[src/rtl/matmul_pkg.sv]
// Shared definitions for the matrix-multiply unit: FSM encoding, word stride, saturation bounds.
// Latency: n/a (types, constants and constant functions only).
// Backpressure: n/a.
package matmul_pkg;

   // Sequencer states: one read of A, one read of B, one multiply-accumulate per k step,
   // then a single write of the finished C element.
   typedef enum logic [2:0] {
      IDLE = 3'd0,
      RD_A = 3'd1,
      RD_B = 3'd2,
      MAC  = 3'd3,
      WR   = 3'd4,
      DONE = 3'd5
   } matmulState_t;

   // Elements are 32-bit words, so consecutive elements are 4 bytes apart.
   localparam int unsigned WORD_STRIDE = 4;

   // Saturation bounds for an xlen-bit signed result, returned wide enough for any legal
   // xlen (up to 64), so callers can slice them down to their accumulator width.
   function automatic logic signed [127:0] satHi(input int unsigned xlen);
      return (128'sd1 <<< (xlen - 1)) - 128'sd1;
   endfunction

   function automatic logic signed [127:0] satLo(input int unsigned xlen);
      return -(128'sd1 <<< (xlen - 1));
   endfunction

endpackage

[src/rtl/matmul_mac.sv]
// Signed multiply-accumulate for one C element; MATMUL_SAT_EN selects a saturating wide accumulator.
// Latency: accumulator updates on the clock edge ending an accEn cycle; result is combinational from it.
// Backpressure: none; the sequencer decides when to clear and when to accumulate.
module matmul_mac
   import matmul_pkg::*;
#(
   parameter int XLEN = 32
) (
   input  logic            clk,
   input  logic            rst_n,
   input  logic            clear,
   input  logic            accEn,
   input  logic [XLEN-1:0] opA,
   input  logic [XLEN-1:0] opB,
   output logic [XLEN-1:0] result
);

`ifdef MATMUL_SAT_EN
   localparam logic signed [127:0]        HI_WIDE = satHi(XLEN);
   localparam logic signed [127:0]        LO_WIDE = satLo(XLEN);
   localparam logic signed [2*XLEN-1:0]   SAT_HI  = HI_WIDE[2*XLEN-1:0];
   localparam logic signed [2*XLEN-1:0]   SAT_LO  = LO_WIDE[2*XLEN-1:0];

   logic signed [2*XLEN-1:0] acc;
   logic signed [2*XLEN-1:0] prod;

   // Sign-extend both operands so the low 2*XLEN bits of the product are the exact signed product.
   assign prod = {{XLEN{opA[XLEN-1]}}, opA} * {{XLEN{opB[XLEN-1]}}, opB};

   // Wide accumulator: cleared at launch and after each written element, summed on MAC cycles.
   always_ff @(posedge clk or negedge rst_n) begin
      if (!rst_n) begin
         acc <= '0;
      end else if (clear) begin
         acc <= '0;
      end else if (accEn) begin
         acc <= acc + prod;
      end
   end

   // Clamp the wide sum into the signed XLEN range when it is handed to the write stage.
   always_comb begin
      result = acc[XLEN-1:0];
      if (acc > SAT_HI) begin
         result = SAT_HI[XLEN-1:0];
      end else if (acc < SAT_LO) begin
         result = SAT_LO[XLEN-1:0];
      end
   end
`else
   logic [XLEN-1:0] acc;
   logic [XLEN-1:0] prod;

   // Low XLEN bits of a product are the same for signed and unsigned operands, so this wraps correctly.
   assign prod = opA * opB;

   // Wrapping accumulator: cleared at launch and after each written element, summed on MAC cycles.
   always_ff @(posedge clk or negedge rst_n) begin
      if (!rst_n) begin
         acc <= '0;
      end else if (clear) begin
         acc <= '0;
      end else if (accEn) begin
         acc <= acc + prod;
      end
   end

   assign result = acc;
`endif

endmodule

[src/rtl/matmul_unit.sv]
// Memory-mapped C = A x B sequencer (signed word elements, row-major); MATMUL_SAT_EN enables saturation.
// Latency: busy_o high for exactly 2 + N*N*(3N+1) cycles from the start_i cycle through the done_o cycle.
// Backpressure: none accepted (memory has no wait states); busy_o stalls the pipeline for the whole run.
module matmul_unit
   import matmul_pkg::*;
#(
   parameter int N    = 4,
   parameter int XLEN = 32
) (
   input  logic            clk,
   input  logic            rst_n,
   input  logic            start_i,
   input  logic [XLEN-1:0] base_a_i,
   input  logic [XLEN-1:0] base_b_i,
   input  logic [XLEN-1:0] base_c_i,
   output logic            busy_o,
   output logic            done_o,
   output logic            mem_req_o,
   output logic            mem_we_o,
   output logic [XLEN-1:0] mem_addr_o,
   output logic [XLEN-1:0] mem_wdata_o,
   input  logic [XLEN-1:0] mem_rdata_i
);

   localparam int              IW   = (N > 1) ? $clog2(N) : 1;
   localparam logic [IW-1:0]   LAST = IW'(N - 1);
   localparam logic [XLEN-1:0] WORD_MASK = ~XLEN'(3);

   matmulState_t    state;
   matmulState_t    stateNext;
   logic [XLEN-1:0] baseA;
   logic [XLEN-1:0] baseB;
   logic [XLEN-1:0] baseC;
   logic [XLEN-1:0] aReg;
   logic [XLEN-1:0] accResult;
   logic [IW-1:0]   rowIdx;
   logic [IW-1:0]   colIdx;
   logic [IW-1:0]   kIdx;
   logic            launch;
   logic            accClear;
   logic            accEn;

   // Byte address of element (row, col) in a row-major word matrix; wraps silently at XLEN bits.
   function automatic logic [XLEN-1:0] elemAddr(input logic [XLEN-1:0] base,
                                                input logic [IW-1:0]   row,
                                                input logic [IW-1:0]   col);
      logic [XLEN-1:0] idx;
      idx = XLEN'(row) * XLEN'(N) + XLEN'(col);
      return base + idx * XLEN'(WORD_STRIDE);
   endfunction

   assign launch   = (state == IDLE) && start_i;
   assign accClear = launch || (state == WR);
   assign accEn    = (state == MAC);

   // State register; reset parks the sequencer in IDLE, abandoning any run in progress.
   always_ff @(posedge clk or negedge rst_n) begin
      if (!rst_n) begin
         state <= IDLE;
      end else begin
         state <= stateNext;
      end
   end

   // Next state and memory/handshake outputs; reset overrides everything so no access leaks out.
   always_comb begin
      stateNext   = state;
      busy_o      = 1'b1;
      done_o      = 1'b0;
      mem_req_o   = 1'b0;
      mem_we_o    = 1'b0;
      mem_addr_o  = '0;
      mem_wdata_o = '0;
      case (state)
         IDLE: begin
            busy_o = start_i;
            if (start_i) begin
               stateNext = RD_A;
            end
         end
         RD_A: begin
            mem_req_o  = 1'b1;
            mem_addr_o = elemAddr(baseA, rowIdx, kIdx);
            stateNext  = RD_B;
         end
         RD_B: begin
            mem_req_o  = 1'b1;
            mem_addr_o = elemAddr(baseB, kIdx, colIdx);
            stateNext  = MAC;
         end
         MAC: begin
            stateNext = (kIdx == LAST) ? WR : RD_A;
         end
         WR: begin
            mem_req_o   = 1'b1;
            mem_we_o    = 1'b1;
            mem_addr_o  = elemAddr(baseC, rowIdx, colIdx);
            mem_wdata_o = accResult;
            stateNext   = ((rowIdx == LAST) && (colIdx == LAST)) ? DONE : RD_A;
         end
         DONE: begin
            done_o    = 1'b1;
            stateNext = IDLE;
         end
         default: begin
            stateNext = IDLE;
         end
      endcase
      if (!rst_n) begin
         busy_o      = 1'b0;
         done_o      = 1'b0;
         mem_req_o   = 1'b0;
         mem_we_o    = 1'b0;
         mem_addr_o  = '0;
         mem_wdata_o = '0;
      end
   end

   // Operand bases, loop counters and the captured A element; bases are word-aligned at launch.
   always_ff @(posedge clk or negedge rst_n) begin
      if (!rst_n) begin
         baseA  <= '0;
         baseB  <= '0;
         baseC  <= '0;
         aReg   <= '0;
         rowIdx <= '0;
         colIdx <= '0;
         kIdx   <= '0;
      end else begin
         case (state)
            IDLE: begin
               if (start_i) begin
                  baseA  <= base_a_i & WORD_MASK;
                  baseB  <= base_b_i & WORD_MASK;
                  baseC  <= base_c_i & WORD_MASK;
                  rowIdx <= '0;
                  colIdx <= '0;
                  kIdx   <= '0;
               end
            end
            RD_B: begin
               aReg <= mem_rdata_i;
            end
            MAC: begin
               if (kIdx != LAST) begin
                  kIdx <= kIdx + 1'b1;
               end
            end
            WR: begin
               kIdx <= '0;
               if (colIdx == LAST) begin
                  colIdx <= '0;
                  rowIdx <= rowIdx + 1'b1;
               end else begin
                  colIdx <= colIdx + 1'b1;
               end
            end
            default: begin
            end
         endcase
      end
   end

   matmul_mac #(
      .XLEN (XLEN)
   ) u_mac (
      .clk    (clk),
      .rst_n  (rst_n),
      .clear  (accClear),
      .accEn  (accEn),
      .opA    (aReg),
      .opB    (mem_rdata_i),
      .result (accResult)
   );

endmodule

[config.mk]
export PLATFORM = sky130hd
export DESIGN_NAME = matmul_unit
export DESIGN_NICKNAME = d
export VERILOG_FILES = /design/src/rtl/matmul_pkg.sv /design/src/rtl/matmul_mac.sv /design/src/rtl/matmul_unit.sv
export SDC_FILE = /design/constraint.sdc
export NUM_CORES = 2
export LEC_CHECK = 0
export CORE_AREA = 2 2 208 210
export CTS_CLUSTER_DIAMETER = 40
export DETAILED_ROUTE_END_ITERATION = 7
export DIE_AREA = 0 0 210 212
export PLACE_DENSITY = 0.87
export SLEW_MARGIN = 20
export SYNTH_ARGS = -nofsm -noshare
export SYNTH_HDL_FRONTEND = slang
export SYNTH_HIERARCHICAL = 1
export SYNTH_SLANG_ARGS = --single-unit
[constraint.sdc]
create_clock -name clk -period 9.3 [get_ports clk]
set_input_delay 1.86 -clock clk [delete_from_list [all_inputs] [get_ports clk]]
set_output_delay 1.86 -clock clk [all_outputs]
set_load 0.05 [all_outputs]
* Word-level counts from Yosys, hierarchy flattened
Index checks and enable logic that the tools add are counted.
Operators by class: $add $sub $neg 10, multipliers 1, equal/unequal tests 12, multiplexer cells 25, reduce and logical (&&, ||, !) cells 12
Operator list (number):
- $mux 32 | 5
- $add 32x7->32 | 3
- $pmux 32 s3 | 1
- $add 32x32->32 | 1
- $mul 32x32->32 | 1
- $add 4x2->5 | 3
- $pmux 3 s5 | 1
- $mux 3 | 3
- $mux 1 | 8
- $mux 2 | 4
- $pmux 2 s2 | 2
- $add 2x1->2 const B | 3
- $eq 2x2->1 const B | 3
- $eq 3x2->1 const B | 2
- $eq 3x3->1 const B | 2
- $pmux 2 s3 | 1
- $reduce_and 3->1 | 2
- $ne 2x1->1 const B | 2
- $ne 2x2->1 const B | 2
- $reduce_and 2->1 | 2
- $reduce_bool 2->1 | 2
- $eq 3x1->1 const B | 1
- $logic_not 3->1 | 1
- $reduce_bool 3->1 | 1
- other kinds (3) | 4
Storage, ports and cells: bits in registers 163, input port bits 131, output and inout port bits 68, logic and storage cells 69

* Longest topological paths before layout
depth after elaboration 4, depth in mapped cells 29, mapped depth without buffers 27

* Modules after synthesis
Netlist, hierarchy kept.
By module, submodules not included:
- matmul_mac | times used 1, cells an instance 1993, area each 18023.5 um^2, sequential area each 800.8 um^2
- matmul_unit | times used 1, cells an instance 1002, area each 7882.6 um^2, sequential area each 3278.1 um^2

* Worst setup path before layout
Ideal clock, no wire load.
path kind input port to flip-flop, from input mem_rdata_i[3], to register u_mac.acc[31], in the netlist u_mac/result[31], library setup time 94 ps, arrival 8544 ps, setup slack 662 ps, cell stages on the path 27, path buffers 2, cell sequence clkbuf_1 > clkbuf_1 > and2_1 > fa_1 > fa_1 > fa_1 > inv_1 > fa_1 > inv_1 > fa_1 > inv_1 > fa_1 > inv_1 > fa_1 > inv_1 > fa_1 > inv_1 > ha_1 > a21oi_1 > o21ai_0 > nor3_1 > o31ai_1 > or3_4 > a41oi_2 > o21ai_1 > xnor2_1 > a211oi_1
On the way: word-level cells in the longest chain between the ends 4
RTL lines:
- start: declaration | line matmul_unit.sv:22 | input logic [XLEN-1:0] mem_rdata_i
- $mul 32x32->32 | line matmul_mac.sv:55 | assign prod = opA * opB;
- $add 32x32->32 | line matmul_mac.sv:64 | acc <= acc + prod;
- $mux 32 | line matmul_mac.sv:63 | end else if (accEn) begin
- $mux 32 | line matmul_mac.sv:61 | end else if (clear) begin
- end signal: assignment | line matmul_mac.sv:64
- end: declaration | line matmul_mac.sv:51 | logic [XLEN-1:0] acc;
No other way between the ends. The select of a mux whose other input is x is not followed. A chain may end at the register's enable or synchronous reset.

* Worst setup path in the final report
from input mem_rdata_i[1], to register u_mac.acc[31], in the netlist u_mac/result[31]
The elaborated chain is that of the path after synthesis.

==> impl_results.md <==
- Outcome: complete, no violations
- Crit path time final: 9.036 ns
- Least-Margin Pin Slew: 1.105 ns
- Final Hold Vio Count: 0
- Drt via density: 5.884
- Dpl cells: approximately 3.7k
- RSZ-0062 raised after global routing: no
- Worst Hold Class: reg2reg
- Vias: 21.79k
- Post-synth EDFFs: 0
- Layout cells sized above 1: 4.566%
- Port Buf Inserts: 190
- Clock Skew: between 0.01 and 0.015 ns
- Highest Clock Rate: 110.7 MHz
- Seq/Total Area, Yosys: 15.74%
- First-pass GRT wire length: 124500 µm
- Non-filler cells, final: around 3.7k
- Synth Register Bits: 163
- Antenna violations before repair: 5
- WL per Instance: 21.31 µm
- Count of cell types in the netlist: 73
- Synth Cell Area: 25910 µm²
- Async S/R FF share, synth: 100.0%
- Number of synthesis warnings: 6
- Worst-path clk slew: 0.07 ns
- Clock Latency Late Sink: 0.44 ns
- Mapped Cells: 2995
- Buffer and inverter count on the worst path: 9
- Startpoint Class: input port
- DR DRC count: 0
- Fill cell count: ~3.2k
- CTS Sinks: 163
- Most frequent CP cell: fa_1
- Slew headroom: 26.33%
- Root buffer cell: clkbuf_16
- Worst Setup End Kind: register
- Hold_ws: ~0.49 ns
- Total Negative Setup Slacks: 0 ns
- Die X: 210 µm
- Top Ports: between 150 and 200
- Max capacitance violation total: 0
- TritonCTS clock tree: yes
- Core Rows: 76
- Core Area: approximately 43000 µm²
- Iter 0 DRT Violations: 1855
- CTS buffer count: 17
- Nets: 3852
- DIE HEIGHT: 212 µm
- First-pass iteration count of the detailed router: 6
- Routed WL: 78930 µm
- Die area: between 40000 and 50000 µm²
- Crit path max-delay family: adder cells
- H-tree depth: 4
- CP arrival: 9.38 ns
- Setup Viol. Count Final: 0
- Path type of the worst setup path: in2reg
- Crit-path max cell delay: 0.56 ns
- Slew Limit Fails: 0
- Ys flop type: dfrtp_1
- Synth Area per Inst: around 8.6 µm²
- Vias in the first global route: 23.68k
- Post-route ant nets: 0
- Initial core utilization: around three fifths
- Hpwl dp: between 60000 and 70000 µm
- CP max stage cell: fa_1
- Tot GR Track Use: 36.74%
- CP Depth: 28
- Routability cong.: 0.9810
- Largest net degree at the start of global routing: 100
- CTS hold repair buffers: 0
- Clock buffer depth: 2
- Final period util: 97.16%
- Hold Path Stages: 2
- Grt total ovfl: 0
- R2r worst-path depth: 26
- P&R area growth vs syn: 13.08%
- Critical path fanouts, max: 6
- CP required: 9.64 ns
-- cell type report --
| type | instances | area [µm²] | area share (%) |
|---|---|---|---|
| clock inverter | 14 | 235.2 | 0.8029 |
| tap | 546 | 683.2 | 2.332 |
| inverter | 515 | 1933 | 6.599 |
| antenna | 4 | 10.01 | 0.03417 |
| timing repair buffer | 281 | 2614 | 8.922 |
| multi-input combinational | 2163 | 19300 | 65.89 |
| sequential | 163 | 4079 | 13.92 |
| clock buffer | 18 | 439.2 | 1.499 |
-- worst register-to-register path, delay by kind of cell (launching register included) --
kind / cells / cell delay [ns]
AO/OA/AOI/OAI: 6 / 1.00
AND/OR/NAND/NOR: 3 / 0.87
adder cells (fa/ha/maj): 9 / 4.39
buffers and inverters: 7 / 0.52
XOR/XNOR: 1 / 0.13
flip-flops: 1 / 0.96
-- cell usage after synthesis, drive strengths merged (5+ instances only) --
library cell | n | area (µm²)
nand3 | 36 | 185.2
ha | 139 | 1739
nor4 | 11 | 81.32
and3 | 14 | 88.84
fa | 441 | 8828
or3 | 6 | 42.54
xor2 | 35 | 306.5
and2 | 357 | 2235
clkbuf | 135 | 510.5
xnor2 | 119 | 1042
a22oi | 17 | 127.6
and4 | 12 | 106.4
a222oi | 5 | 50.05
nor2 | 62 | 232.7
o21ai | 42 | 214.0
a21oi | 59 | 295.3
a21o | 12 | 90.09
dfrtp | 163 | 4079
inv | 515 | 1933
a31oi | 6 | 37.54
buf | 20 | 98.85
nor2b | 7 | 43.79
nand4 | 40 | 256.5
nand2 | 626 | 2352
mux2i | 21 | 210.2
nand2b | 11 | 68.82
nor3 | 15 | 75.07
a211oi | 13 | 102.6
o21a | 10 | 75.07
-- final timing paths --
| check | startpoint | slack (ns) | end |
|---|---|---|---|
| hold reg to reg | baseB[5]$_DFFE_PN0P_ | 0.49 | baseB[5]$_DFFE_PN0P_ |
| hold / removal | baseB[5]$_DFFE_PN0P_ | 0.49 | baseB[5]$_DFFE_PN0P_ |
| min in group asynchronous | rst_n | 1.35 | baseC[17]$_DFFE_PN0P_ |
| setup reg to reg | aReg[13]$_DFFE_PN0P_ | 1.36 | u_mac/result[31]$_DFFE_PN0P_ |
| max in group asynchronous | rst_n | 6.73 | baseA[21]$_DFFE_PN0P_ |
| setup / recovery | mem_rdata_i[1] | 0.26 | u_mac/result[31]$_DFFE_PN0P_ |
-- logic make-up after synthesis --
kind of cell    Yosys count  synth area share [%]
mux                      23                0.8983
other cells               1               0.01448
compound gates          196                 4.912
simple gates           1208                 22.62
xor+xnor                154                 5.206
buf+inv                 670                 9.814
fa+ha+maj               580                 40.79
flops                   163                 15.74
-- flip-flops by register name (all words and copies together), names as in the netlist --
signal        flops
aReg             32
baseA            30
baseB            30
baseC            30
colIdx            2
kIdx              2
rowIdx            2
state             3
u_mac/result     32
-- routing by layer --
metal,global-route usage [%],share of wire [%]
met5,0,0.072
met4,25.95,8.0
met3,7.888,9.0
met2,60.91,48
met1,42.87,35
-- layout by cell type (no fill, tap or decap), types with 59 or more instances in the layout --
cell               n
a21oi_1           59
clkdlybuf4s50_1  188
buf_4             89
xnor2_1          119
and2_1           354
inv_1            515
ha_1             139
nor2_1            62
dfrtp_1          163
fa_1             441
nand2_1          625
-- what timing repair did --
action | in CTS | in global routing
setup buffers | 0 | 0
setup endpoints to repair | 0 | 4
gates resized for setup | 0 | 2
-- stage by stage --
stage          cell area [µm²]  setup slack, ns  utilization, %
3_5_place_dp             28600          -0.2327           67.29
6_report                 29300           0.2641           68.92
3_3_place_gp             28600          -0.1051           67.29
2_1_floorplan            25910           0.6624               -
4_1_cts                  29280           0.1906           68.88
5_1_grt                  29290         0.005196           68.90
Power is not shown: default switching activity piles up to over one toggle a cycle in this logic, so the estimate is an artifact.
